===== src/rtl/jet_tag_stream_adapter.sv =====
// -----------------------------------------------------------------------------
// jet_tag_stream_adapter
//
// Stream-side front/back end for the jet-tagging MLP top. Collects a serial
// stream of fixed-point features into an INPUT_SIZE-element vector, launches
// the network with a one-cycle start pulse, waits for its result, captures the
// OUTPUT_SIZE scores and streams them back out serially with the argmax class
// attached. One frame is in flight at a time; data passes through bit-exact.
//
// Handshake rule (both stream ports): a word transfers on a rising edge where
// valid && ready are both high. A producer holding valid keeps its payload
// unchanged until the transfer; valid never depends combinationally on ready.
//
// Ports:
//   clk, reset          clock; synchronous active-high reset
//   s_valid/s_ready     feature stream handshake
//   s_data, s_last      feature word, end-of-frame marker
//   net_input_ready     one-cycle start pulse to the network (FIRE)
//   net_input_data      assembled feature vector, stable FIRE..WAIT exit
//   net_output_ready    network result valid (only honoured in WAIT)
//   net_output_data     network scores
//   m_valid/m_ready     result stream handshake
//   m_data, m_last      current score word, last-score marker
//   m_class             argmax index of the captured scores (ties -> lowest)
//   busy                high in FIRE, WAIT, DRAIN
//   err_frame           one-cycle pulse after a framing error
//   err_timeout         one-cycle pulse on the last WAIT cycle of a timeout
//   dbg_state           current FSM state (FILL=0, FIRE=1, WAIT=2, DRAIN=3)
//
// Every output is forced to 0 while reset is high.
// -----------------------------------------------------------------------------
module jet_tag_stream_adapter #(
  parameter int WIDTH         = 16,
  parameter int NFRAC         = 10,
  parameter int INPUT_SIZE    = 16,
  parameter int OUTPUT_SIZE   = 5,
  parameter int TIMEOUT       = 4096,
  parameter int CAPTURE_DELAY = 0,
  localparam int CW = (OUTPUT_SIZE > 1) ? $clog2(OUTPUT_SIZE) : 1
) (
  input  logic             clk,
  input  logic             reset,
  input  logic             s_valid,
  output logic             s_ready,
  input  logic [WIDTH-1:0] s_data,
  input  logic             s_last,
  output logic             net_input_ready,
  output logic [WIDTH-1:0] net_input_data [INPUT_SIZE],
  input  logic             net_output_ready,
  input  logic [WIDTH-1:0] net_output_data [OUTPUT_SIZE],
  output logic             m_valid,
  input  logic             m_ready,
  output logic [WIDTH-1:0] m_data,
  output logic             m_last,
  output logic [CW-1:0]    m_class,
  output logic             busy,
  output logic             err_frame,
  output logic             err_timeout,
  output logic [1:0]       dbg_state
);

  localparam int IW    = (INPUT_SIZE > 1) ? $clog2(INPUT_SIZE) : 1;
  localparam int KW    = CW;
  localparam int CNT_W = (TIMEOUT > 1) ? $clog2(TIMEOUT) : 1;
  localparam int DLY_W = (CAPTURE_DELAY > 1) ? $clog2(CAPTURE_DELAY) : 1;

  // Scores are treated as opaque words here; the fractional point only
  // matters to whoever interprets them, but it must fit inside a word.
  if (NFRAC < 0 || NFRAC >= WIDTH) begin : g_bad_nfrac
    $error("NFRAC must lie in [0, WIDTH-1]");
  end

  typedef enum logic [1:0] {
    FILL  = 2'd0,
    FIRE  = 2'd1,
    WAIT  = 2'd2,
    DRAIN = 2'd3
  } state_t;

  state_t           state, state_nxt;
  logic [IW-1:0]    idx;
  logic [KW-1:0]    k;
  logic [CNT_W-1:0] cnt;
  logic [DLY_W-1:0] dly;
  logic             seen;
  logic [WIDTH-1:0] feat [INPUT_SIZE];
  logic [WIDTH-1:0] res  [OUTPUT_SIZE];
  logic [CW-1:0]    cls, cls_nxt;
  logic             err_frame_q;

  logic accept, at_end, frame_bad, frame_done;
  logic capture, timeout, last_word;

  // FILL always has s_ready high, so a valid word in FILL is accepted.
  assign accept     = (state == FILL) && s_valid;
  assign at_end     = (idx == IW'(INPUT_SIZE - 1));
  // s_last must coincide exactly with the final slot; anything else drops
  // the word and restarts the frame.
  assign frame_bad  = accept && (s_last != at_end);
  assign frame_done = accept && s_last && at_end;
  assign last_word  = (k == KW'(OUTPUT_SIZE - 1));

  // With no delay the capture edge is the one that first samples
  // net_output_ready; otherwise count further cycles after it was seen.
  assign capture = (state == WAIT) &&
                   ((CAPTURE_DELAY == 0) ? net_output_ready
                                         : (seen && (dly == DLY_W'(CAPTURE_DELAY - 1))));

  // A result that shows up on the final WAIT cycle (or is already pending
  // its capture delay) wins over the timeout.
  assign timeout = (state == WAIT) && (cnt == CNT_W'(TIMEOUT - 1)) &&
                   !seen && !net_output_ready;

  // Argmax over signed scores; strict '>' keeps the lowest index on ties.
  always_comb begin
    logic signed [WIDTH-1:0] best_v;
    cls_nxt = '0;
    best_v  = $signed(net_output_data[0]);
    for (int i = 1; i < OUTPUT_SIZE; i++) begin
      if ($signed(net_output_data[i]) > best_v) begin
        best_v  = $signed(net_output_data[i]);
        cls_nxt = CW'(i);
      end
    end
  end

  always_comb begin
    state_nxt = state;
    unique case (state)
      FILL:    if (frame_done) state_nxt = FIRE;
      FIRE:    state_nxt = WAIT;
      WAIT:    if (capture) state_nxt = DRAIN;
               else if (timeout) state_nxt = FILL;
      DRAIN:   if (m_ready && last_word) state_nxt = FILL;
      default: state_nxt = FILL;
    endcase
  end

  always_ff @(posedge clk) begin
    if (reset) begin
      state       <= FILL;
      idx         <= '0;
      k           <= '0;
      cnt         <= '0;
      dly         <= '0;
      seen        <= 1'b0;
      cls         <= '0;
      err_frame_q <= 1'b0;
      for (int i = 0; i < INPUT_SIZE; i++)  feat[i] <= '0;
      for (int i = 0; i < OUTPUT_SIZE; i++) res[i]  <= '0;
    end else begin
      state       <= state_nxt;
      err_frame_q <= frame_bad;

      // Feature registers are written only here, so net_input_data holds
      // still for the whole FIRE/WAIT window.
      if (accept) begin
        if (frame_bad) begin
          idx <= '0;
        end else begin
          feat[idx] <= s_data;
          idx       <= at_end ? '0 : idx + IW'(1);
        end
      end

      if (state == FIRE) begin
        cnt  <= '0;
        dly  <= '0;
        seen <= 1'b0;
      end else if (state == WAIT) begin
        cnt <= cnt + CNT_W'(1);
        if (!seen && net_output_ready) begin
          seen <= 1'b1;
          dly  <= '0;
        end else if (seen) begin
          dly <= dly + DLY_W'(1);
        end
      end

      if (capture) begin
        for (int i = 0; i < OUTPUT_SIZE; i++) res[i] <= net_output_data[i];
        cls <= cls_nxt;
      end

      if (state == DRAIN && m_ready) begin
        k <= last_word ? '0 : k + KW'(1);
      end
    end
  end

  always_comb begin
    s_ready         = 1'b0;
    net_input_ready = 1'b0;
    m_valid         = 1'b0;
    m_data          = '0;
    m_last          = 1'b0;
    m_class         = '0;
    busy            = 1'b0;
    err_frame       = 1'b0;
    err_timeout     = 1'b0;
    dbg_state       = 2'd0;
    for (int i = 0; i < INPUT_SIZE; i++) net_input_data[i] = '0;
    if (!reset) begin
      s_ready         = (state == FILL);
      net_input_ready = (state == FIRE);
      m_valid         = (state == DRAIN);
      m_data          = (state == DRAIN) ? res[k] : '0;
      m_last          = (state == DRAIN) && last_word;
      m_class         = cls;
      busy            = (state != FILL);
      err_frame       = err_frame_q;
      err_timeout     = timeout;
      dbg_state       = state;
      for (int i = 0; i < INPUT_SIZE; i++) net_input_data[i] = feat[i];
    end
  end

endmodule


===== config.mk =====
export PLATFORM = sky130hd
export DESIGN_NAME = jet_tag_stream_adapter
export DESIGN_NICKNAME = d
export VERILOG_FILES = /design/src/rtl/jet_tag_stream_adapter.sv
export SDC_FILE = /design/constraint.sdc
export NUM_CORES = 1
export LEC_CHECK = 0
export CORE_ASPECT_RATIO = 1.25
export CORE_MARGIN = 2
export CORE_UTILIZATION = 30
export DETAILED_ROUTE_END_ITERATION = 10
export HOLD_SLACK_MARGIN = 0.08
export PLACE_DENSITY = 0.54
export SLEW_MARGIN = 40
export SYNTH_ARGS = -nofsm -noshare
export SYNTH_HDL_FRONTEND = slang
export SYNTH_SLANG_ARGS = --single-unit

===== constraint.sdc =====
create_clock -name clk -period 11.05 [get_ports clk]
set_input_delay 2.21 -clock clk [delete_from_list [all_inputs] [get_ports clk]]
set_output_delay 2.21 -clock clk [all_outputs]
set_load 0.02 [all_outputs]

==> reports/metrics.yaml <==
path_max_fanout: 17
grt_first_pass_wirelength_mm: 84.5
worst_path_largest_cell_delay_ns: 0.54
syn_avg_cell_area_sq_um: 11.6
die-area_sq_um: 64100
synth_edf_count: 336
mostFrequentLayoutCells: "378 x clkdlybuf4s50_1, 336 x edfxtp_1, 271 x nor2b_1"
ys_seq_elements: 365
postSynthCellCount: 1602
clk_latency_ns: 0.55
ctsLongestPathBuffers: 3
io_pins: 386
maxCapViolations: 0
rsz0062_at_grt: "no"
die_w_um: 227
setup-violations-final: 0
r2r_setup_slack_ns: 7.50
drc: 0
grt_overflow: 0
peakVddDrop_v: 0.0000853
cts_tree: "built"
finalMaxSlewViolations: 0
synth-async-reset-ratio_pct: 0
io_buffers: 385
cts_made_buffers: 39
synth-seq-area-share_pct: 57.3
end_kind: "flip-flop"
ctsRootBufferMaster: "clkbuf_16"
diodes: 0
ctsHoldBuffers: 0
rr_worst_depth: 7
wirelength_mm: 57.8
netlist.area_leader.share_pct: 54.1
cp_common_cell: "ha_1"
via_per_inst: 4.79
relSlewSlack_pct: 46.4
crit_type: "input pin to flip-flop"
core_sq_um: 61600
crit_path_top_delay_cell: "ha_1"
synthTopCellsByArea: "edfxtp_1 54%, nor2b_1 9.1%, and3_1 8.3%"
dp_hpwl_mm: 40.2
rows: 102
area_growth_pct: 31.9
initial_core_util_pct: 30.2
antenna_left: 0
vias: 13348
finalClockSkew_ns: 0.0273
syn_nets: 1773
nNetsFinal: 2098
layout-drive-gt1-share_pct: 7.53
fin_crit_sh_pct: 93.0
grt_max_degree: 209
outcome: "completed"
worstSetupStartpointType: "input pin"
gp_congestion: 0.900
antenna_found_initial: 0
cellPowerDensity_nw_per_um2: 137
synth-main-ff-cell: "edfxtp_1"
fmax_ghz: 0.0974
grt_pass1_vias: 13495
synth_area_leader_cell: "edfxtp_1"
routedWlPerCell_um: 20.8
path_clk_slew_ns: 0.06
hold_violations: 0
drt_first_pass_iters: 5
power_leakage_nw: 9.93
yosysWarningCount: 0
fin_tns_setup_ns: 0
grt.total_usage_pct: 17.6
required_ns: 11.51
worst_hold_slack_ns: 0.454
holdPathStages: 2
worst_ep_arrival_time_ns: 10.73
drt_iter0_drc: 975
tightest_slew_ns: 0.804
netlist-cell-type-count: 56
synthesis.area_sq_um: 18600
fp.dieH_um: 283
min_path_type: "flip-flop to flip-flop"
clock_sinks: 365
layout_commonest_cell: "clkdlybuf4s50_1"
htreeDepth: 2
fin_crit_ns: 10.27
==> Yosys cell counts (3+ instances only) <==
cell type  number
edfxtp_1      336
nor2b_1       271
and3_1        247
clkbuf_1      127
ha_1           69
and2_1         62
inv_1          58
nor2_1         53
nand2_1        45
nor3_1         43
a21oi_1        36
mux2i_1        32
o21ai_0        31
dfxtp_1        29
a21o_1         25
mux4_2         16
nand4_1        15
mux2_2         12
nand3_1        12
nand2b_1       10
buf_1           6
mux2_1          5
xnor2_1         5
xor2_1          5
nor3b_1         4
nor4_1          4
o21a_1          4
a31oi_1         3
nand3b_1        3
o211ai_1        3
o21ai_1         3
==> worst paths after layout <==
kind	start	end
setup / recovery	net_output_data[79]	cls[0]
hold / removal	cls[1]	cls[1]
setup reg to reg	state[0]	feat[3][4]
hold reg to reg	cls[1]	cls[1]
==> timing repair <==
action / CTS / global route
setup buffers: 0 / 5
resized for setup: 0 / 1
endpoints found under the setup margin: 0 / 3
==> cell type report <==
type	instances	area (sq um)
multi-input combinational	1044	7270
sequential	365	10700
tap	832	1040
clock inverter	20	160
timing repair buffer	419	4190
fill	5937	37100
inverter	58	218
clock buffer	46	1040
==> registers in the layout (all words and copies together) (netlist names), named ones only <==
register     flops
cls              3
cnt             12
err_frame_q      1
feat           256
idx              4
k                3
res             80
seen             1
state            2
==> critical path, delay by kind of cell <==
family                     cells  cell delay (ns)
buffers and inverters          7             1.39
adders and majority gates      4             1.53
muxes                          4             1.06
and+or+nand+nor               13             2.39
AOI/OAI and AO/OA             11             2.12
==> metrics by stage <==
stage	utilization, %	setup slack, ns	cells	cell area, sq um	power [mW]
final	39.9	0.778	2784	24600	3.36
after global routing	39.9	0.249	2784	24600	3.50
after global placement	37.7	0.108	2710	23300	2.11
after floorplan	-	1.45	1602	18600	1.89
after CTS	39.7	0.554	2777	24500	3.39
after detailed placement	37.7	0.0206	2711	23300	2.12
==> cell families (layout without fill, tap and decap cells) <==
kind of cell             Yosys count  in the layout  share of synthesized area [%]
AND/OR/NAND/NOR                  781            781                           24.8
flip-flops                       365            365                           57.3
buffers and inverters            193            543                           3.99
AO/OA/AOI/OAI                    118            118                           4.10
adder cells (fa/ha/maj)           69             69                           4.63
multiplexers                      66             66                           4.80
XOR/XNOR                          10             10                          0.470
==> power breakdown <==
group | total (mW) | internal, mW | switching [mW] | leakage [nW]
combinational | 0.540 | 0.228 | 0.312 | 5.64
sequential | 1.56 | 1.55 | 0.0102 | 3.71
clock | 1.26 | 0.721 | 0.543 | 0.583
==> metal layers <==
metal | up-vias | part of all wire, % | wire (um) | track usage [%]
met5 | - | 0 | 0 | 0
met4 | 0 | 2.7 | 1560 | 5.28
met3 | 87 | 6.0 | 3470 | 3.45
met2 | 441 | 50 | 29100 | 30.8
met1 | 6499 | 41 | 23700 | 21.9
li1 | 6321 | - | - | -
Power figures use the tool's default switching activity.
